### src/rtl/dcache_pkg.sv
// Shared definitions for the write-back data-cache controller.
// Holds the controller state encoding and the width helpers used for port sizing.
// Pure declarations; no logic, no latency, no backpressure.
package dcache_pkg;

  typedef enum logic [1:0] {
    IDLE      = 2'd0,
    WRITEBACK = 2'd1,
    ALLOCATE  = 2'd2
  } dcache_state_e;

  // Word-offset width inside a line.
  function automatic int calc_off_w(input int words_per_line);
    return $clog2(words_per_line);
  endfunction

  // Full line width in bits.
  function automatic int calc_line_w(input int word_w, input int words_per_line);
    return word_w * words_per_line;
  endfunction

  // Tag width left over after offset and index bits.
  function automatic int calc_tag_w(input int addr_w, input int words_per_line, input int index_w);
    return addr_w - $clog2(words_per_line) - index_w;
  endfunction

endpackage

### src/rtl/dcache_line_merge.sv
// Word select and word insert on a cache line, indexed by the word offset.
// Purely combinational: zero latency.
// No flow control; outputs follow inputs.
module dcache_line_merge
  import dcache_pkg::*;
#(
  parameter int WORD_W         = 16,
  parameter int WORDS_PER_LINE = 4
) (
  input  logic [calc_line_w(WORD_W, WORDS_PER_LINE)-1:0] line_in,
  input  logic [calc_off_w(WORDS_PER_LINE)-1:0]          offset,
  input  logic [WORD_W-1:0]                              word_in,
  output logic [WORD_W-1:0]                              word_out,
  output logic [calc_line_w(WORD_W, WORDS_PER_LINE)-1:0] line_out
);

  localparam int OFF_W = calc_off_w(WORDS_PER_LINE);

  // Pick the addressed word and build the line with that word replaced.
  always_comb begin
    word_out = line_in[WORD_W-1:0];
    line_out = line_in;
    for (int w = 0; w < WORDS_PER_LINE; w++) begin
      if (offset == OFF_W'(w)) begin
        word_out                     = line_in[w*WORD_W +: WORD_W];
        line_out[w*WORD_W +: WORD_W] = word_in;
      end
    end
  end

endmodule

### src/rtl/dcache_controller.sv
// Write-back, write-allocate direct-mapped data-cache controller (IDLE/WRITEBACK/ALLOCATE).
// Latency: hit 0 cycles; clean miss 1+L; dirty miss 1+L_wb+L_fill (L = cycles to m_rdy).
// Backpressure: CPU request held until cpu_rdy; memory strobes held until m_rdy. DCACHE_STATS_EN adds hit/miss/wb counters.
module dcache_controller
  import dcache_pkg::*;
#(
  parameter int ADDR_W         = 16,
  parameter int WORD_W         = 16,
  parameter int WORDS_PER_LINE = 4,
  parameter int INDEX_W        = 3
) (
  input  logic                                              clk,
  input  logic                                              rst,
  input  logic [ADDR_W-1:0]                                 cpu_addr,
  input  logic                                              cpu_re,
  input  logic                                              cpu_we,
  input  logic [WORD_W-1:0]                                 cpu_wdata,
  output logic [WORD_W-1:0]                                 cpu_rdata,
  output logic                                              cpu_rdy,
  output logic [ADDR_W-calc_off_w(WORDS_PER_LINE)-1:0]      c_addr,
  output logic                                              c_re,
  output logic                                              c_we,
  output logic                                              c_wdirty,
  output logic [calc_line_w(WORD_W, WORDS_PER_LINE)-1:0]    c_wdata,
  input  logic [calc_line_w(WORD_W, WORDS_PER_LINE)-1:0]    c_rdata,
  input  logic [calc_tag_w(ADDR_W, WORDS_PER_LINE, INDEX_W)-1:0] c_tag_out,
  input  logic                                              c_hit,
  input  logic                                              c_dirty,
  output logic [ADDR_W-calc_off_w(WORDS_PER_LINE)-1:0]      m_addr,
  output logic                                              m_re,
  output logic                                              m_we,
  output logic [calc_line_w(WORD_W, WORDS_PER_LINE)-1:0]    m_wdata,
  input  logic [calc_line_w(WORD_W, WORDS_PER_LINE)-1:0]    m_rdata,
  input  logic                                              m_rdy
`ifdef DCACHE_STATS_EN
  ,
  output logic [15:0]                                       hit_cnt,
  output logic [15:0]                                       miss_cnt,
  output logic [15:0]                                       wb_cnt
`endif
);

  localparam int OFF_W  = calc_off_w(WORDS_PER_LINE);
  localparam int LINE_W = calc_line_w(WORD_W, WORDS_PER_LINE);

  localparam logic [1:0] S_IDLE      = IDLE;
  localparam logic [1:0] S_WRITEBACK = WRITEBACK;
  localparam logic [1:0] S_ALLOCATE  = ALLOCATE;

  logic [1:0]              state_q, state_d;
  logic                    req, is_wr;
  logic [ADDR_W-OFF_W-1:0] line_addr;
  logic [OFF_W-1:0]        offset;
  logic [INDEX_W-1:0]      index;
  logic [WORD_W-1:0]       hit_word, fill_word;
  logic [LINE_W-1:0]       hit_line, fill_line;

  assign req       = cpu_re | cpu_we;
  assign is_wr     = cpu_we;            // re+we together is a store
  assign line_addr = cpu_addr[ADDR_W-1:OFF_W];
  assign offset    = cpu_addr[OFF_W-1:0];
  assign index     = cpu_addr[OFF_W+INDEX_W-1:OFF_W];

  // Hit path: read word from / store word into the looked-up line.
  dcache_line_merge #(
    .WORD_W         (WORD_W),
    .WORDS_PER_LINE (WORDS_PER_LINE)
  ) u_hit_merge (
    .line_in  (c_rdata),
    .offset   (offset),
    .word_in  (cpu_wdata),
    .word_out (hit_word),
    .line_out (hit_line)
  );

  // Fill path: same operations on the line returning from memory.
  dcache_line_merge #(
    .WORD_W         (WORD_W),
    .WORDS_PER_LINE (WORDS_PER_LINE)
  ) u_fill_merge (
    .line_in  (m_rdata),
    .offset   (offset),
    .word_in  (cpu_wdata),
    .word_out (fill_word),
    .line_out (fill_line)
  );

  // State register; reset abandons any memory access in flight.
  always_ff @(posedge clk or posedge rst) begin
    if (rst) state_q <= S_IDLE;
    else     state_q <= state_d;
  end

  // Next state and all strobes; strobes are forced low while rst is high.
  always_comb begin
    state_d   = state_q;
    cpu_rdy   = 1'b0;
    cpu_rdata = hit_word;
    c_addr    = line_addr;
    c_re      = 1'b0;
    c_we      = 1'b0;
    c_wdirty  = 1'b0;
    c_wdata   = hit_line;
    m_addr    = line_addr;
    m_re      = 1'b0;
    m_we      = 1'b0;
    m_wdata   = c_rdata;
    if (!rst) begin
      case (state_q)
        S_IDLE: begin
          if (req) begin
            c_re = 1'b1;
            if (c_hit) begin
              cpu_rdy = 1'b1;
              if (is_wr) begin
                c_we     = 1'b1;
                c_wdirty = 1'b1;
              end
            end else if (c_dirty) begin
              state_d = S_WRITEBACK;
            end else begin
              state_d = S_ALLOCATE;
            end
          end
        end
        S_WRITEBACK: begin
          // Keep the lookup enabled so the victim line and tag stay presented.
          c_re    = 1'b1;
          m_we    = 1'b1;
          m_addr  = {c_tag_out, index};
          m_wdata = c_rdata;
          if (m_rdy) state_d = S_ALLOCATE;
        end
        S_ALLOCATE: begin
          m_re = 1'b1;
          if (m_rdy) begin
            c_we      = 1'b1;
            c_wdirty  = is_wr;
            c_wdata   = is_wr ? fill_line : m_rdata;
            cpu_rdata = fill_word;
            cpu_rdy   = 1'b1;
            state_d   = S_IDLE;
          end
        end
        default: state_d = S_IDLE;
      endcase
    end
  end

`ifdef DCACHE_STATS_EN
  logic hit_evt, miss_evt, wb_evt;

  assign hit_evt  = (state_q == S_IDLE) && req && c_hit;
  assign miss_evt = (state_q == S_IDLE) && req && !c_hit;
  assign wb_evt   = (state_q == S_WRITEBACK) && m_rdy;

  // Saturating event counters.
  always_ff @(posedge clk or posedge rst) begin
    if (rst) begin
      hit_cnt  <= 16'd0;
      miss_cnt <= 16'd0;
      wb_cnt   <= 16'd0;
    end else begin
      if (hit_evt  && hit_cnt  != 16'hFFFF) hit_cnt  <= hit_cnt + 16'd1;
      if (miss_evt && miss_cnt != 16'hFFFF) miss_cnt <= miss_cnt + 16'd1;
      if (wb_evt   && wb_cnt   != 16'hFFFF) wb_cnt   <= wb_cnt + 16'd1;
    end
  end
`endif

endmodule

### config.mk
export PLATFORM = sky130hd
export DESIGN_NAME = dcache_controller
export DESIGN_NICKNAME = d
export VERILOG_FILES = /design/src/rtl/dcache_pkg.sv /design/src/rtl/dcache_line_merge.sv /design/src/rtl/dcache_controller.sv
export SDC_FILE = /design/constraint.sdc
export NUM_CORES = 1
export LEC_CHECK = 0
export CAP_MARGIN = 10
export CORE_AREA = 2 2 139 141
export DETAILED_ROUTE_END_ITERATION = 8
export DIE_AREA = 0 0 141 143
export GPL_ROUTABILITY_DRIVEN = 0
export SLEW_MARGIN = 30
export SYNTH_ARGS = -nofsm -noshare
export SYNTH_HDL_FRONTEND = slang
export SYNTH_SLANG_ARGS = --single-unit
### constraint.sdc
create_clock -name clk -period 1.91 [get_ports clk]
set_clock_uncertainty 0.05 [all_clocks]
set_input_delay 0.2865 -clock clk [delete_from_list [all_inputs] [get_ports clk]]
set_output_delay 0.2865 -clock clk [all_outputs]
set_load 0.02 [all_outputs]
==> metrics, run 1 <==
I/O Pins 356; CTS Hold Buffers Added 0; Tcrit/Tclk final 115%; Die Wd 141 microns; drt first pass iters 5; final hold slack 0.223 ns; post-layout net count 1013; critical path launch point type flop; row count 50; Mapped Nets 624; final worst slack -0.289 ns; global-route wire length before repair 33700 microns; Mapped Avg Cell Area 7.97 sq um; total global-route track usage 22.4%; PwrDens 434 nW/um^2; CTS Sinks 2; Synthesis Warnings 0; initial antenna violation count 0; Worst Tran Pin Value 0.496 ns; fin util 48.1%; FILL cells 1798; Largest Register state_q; Die Height 143 microns; Initial Util 19.1%; Setup Total Neg Slack -20.30 ns; Skew-Pair Late Insertion Delay 0.23 ns; via count 5171; minimum clock period 2.20 ns; Iteration-0 DRC Markers 252; data arrival time of the critical path 1.86 ns; Diodes inserted 0; number of I/O port buffers 346; most common cell after layout, fill and taps aside clkdlybuf4s50_1; max reg flops 2; Crit path required time 1.57 ns; TritonCTS clock tree done; die area 20200 sq um; status complete, but fails checks; CTS buffer count 3; post-detail-place hpwl 19100 microns; Post-Route WL 25900 microns; most frequent cells in the layout 240 x clkdlybuf4s50_1, 150 x buf_4, 62 x buf_6; worst hold path type input port to asynchronous set/reset pin; share of cells above drive strength 1 53.2%; Yosys cell types 35; #FFs+latches synth 2; R2R setup slack 0.47 ns; crit-path max FO 7; DR WL/cell 24.3 microns; pin count of the biggest net entering global routing 28; vias in the first global route 4990; Final Setup Violations 93; Worst setup EP type output pin; violated checks setup timing; sequential cell area fraction in the yosys report 1.41%; FF-to-FF End state_q[0]; Max Clock Freq 455 MHz; # DRC 0; max cap viols 0; synthesized area 3560 sq um; synth-to-layout area growth 151%; Longest Clk Path Bufs 2; leak pwr 0.00379 uW; Largest regs state_q: 2 flops; VDD IR-drop max 0.324 mV; Mapped Cells 446; core region area 18600 sq um; pins over their slew limit 0; RSZ-0062 raised after global routing true; antenna-violating nets left 0; Vias/cell 4.85; clk root buf clkbuf_16; GRT Residual Overflow 0; CP Class flop to output pin; final hold vios 0; Clock Pin Slew Worst Setup and Hold Paths 0.03 ns; number of H-tree levels 1; depth of the most critical reg-to-reg path 7; Worst R2R Start state_q[1]; Rel. slew slack 66.7%
## logic make-up (layout without fill, tap and decap cells)
logic type | after synthesis | in the layout | synth area share, %
multiplexers | 59 | 59 | 18.1
buffers and inverters | 173 | 558 | 30.1
flip-flops | 2 | 2 | 1.41
AO/OA/AOI/OAI | 129 | 131 | 37.0
AND/OR/NAND/NOR | 83 | 83 | 13.4
## final cells by class
type / count / area [sq um] / area share [%]
inverters: 50 / 188 / 2.10
multi-input cells: 273 / 3240 / 36.3
clock buffers: 3 / 75.1 / 0.840
repair buffers: 505 / 5080 / 56.9
well taps: 234 / 293 / 3.28
flip-flops and latches: 2 / 50.0 / 0.560
## where the power goes
part | total, uW | internal [uW] | leakage [uW] | switching (uW)
Clock | 328 | 268 | 0.0000370 | 60.6
Sequential | 63.9 | 53.4 | 0.0000262 | 10.5
Combinational | 3490 | 1860 | 0.00372 | 1630
Total | 3880 | 2180 | 0.00379 | 1700
## Yosys cell counts
master | n | share of area, %
a21boi_0 | 1 | 0.21
a21o_1 | 2 | 0.42
a21oi_1 | 1 | 0.14
a21oi_2 | 1 | 0.25
a21oi_4 | 1 | 0.46
a221oi_1 | 44 | 11
a221oi_2 | 20 | 8.4
a22o_1 | 1 | 0.25
and2_1 | 3 | 0.53
and4bb_4 | 1 | 0.46
buf_2 | 16 | 2.3
buf_4 | 85 | 18
buf_6 | 11 | 3.5
clkbuf_1 | 11 | 1.2
dfrtp_1 | 2 | 1.4
inv_1 | 50 | 5.3
mux2_2 | 43 | 14
mux2i_1 | 16 | 4.5
nand2_1 | 5 | 0.53
nand2b_1 | 1 | 0.18
nand3b_1 | 1 | 0.21
nand4bb_1 | 1 | 0.32
nor2_1 | 4 | 0.42
nor2_2 | 1 | 0.18
nor2b_1 | 1 | 0.18
nor2b_2 | 1 | 0.25
nor3_1 | 32 | 4.5
o21a_4 | 2 | 0.84
o21ai_0 | 2 | 0.28
o21ai_4 | 2 | 0.91
o221a_2 | 32 | 10
o22ai_1 | 16 | 2.8
o31a_1 | 1 | 0.25
o41ai_1 | 3 | 0.74
or3_1 | 32 | 5.6
## critical path: stages, from the launching register on
cell and delay, ns:
dfrtp_1 0.40, and4bb_4 0.27, buf_8 0.16, buf_12 0.14, nor3_1 0.43, a221oi_4 0.07
buf_6 0.16
## worst max-delay path by stage
stage / startpoint / endpoint / slack, ns
5_1_grt: rst / c_wdata[6] / -0.32
2_1_floorplan: state_q[0] / c_wdata[38] / 0.008
6_report: state_q[1] / c_wdata[4] / -0.29
3_3_place_gp: rst / c_wdata[42] / -0.91
3_5_place_dp: rst / c_wdata[4] / -0.94
4_1_cts: state_q[0] / cpu_rdata[0] / -0.32
## routing by layer
metal  part of all wire (%)  routed length (microns)  track usage (%)  up-vias
li1                       -                        -                -     2456
met1                     45                    11800             32.6     2457
met2                     47                    12100             35.1      229
met3                    6.4                     1650             3.86       29
met4                    1.5                      393             3.68        0
met5                      0                        0                0        -
## repair_timing
action                                  CTS  global route
gates resized for setup                 512           132
pin swaps                                13            52
buffers inserted                         15             7
gates cloned                              6             8
endpoints found under the setup margin   99            95
## per-stage QoR
step           std cells  setup WS (ns)  power (uW)  cell area (sq um)
5_1_grt             1067         -0.325        4030               8930
6_report            1067         -0.289        3880               8930
3_3_place_gp        1032         -0.907        3010               7740
2_1_floorplan        446        0.00848        1520               3690
4_1_cts             1055         -0.320        3490               8080
3_5_place_dp        1032         -0.943        3010               7740
No activity file was read; power rests on OpenSTA's default activity.
==> run 2, diff against run 1 <==
SLEW_MARGIN = unset   (was 30)
==> results of run 2 <==
The final DEF is identical to that of run 1; final timing and power are the same.
==> run 3, diff against run 2 <==
SLEW_MARGIN = 20   (was unset)
==> results of run 3 <==
The final DEF is identical to that of run 1; final timing and power are the same.
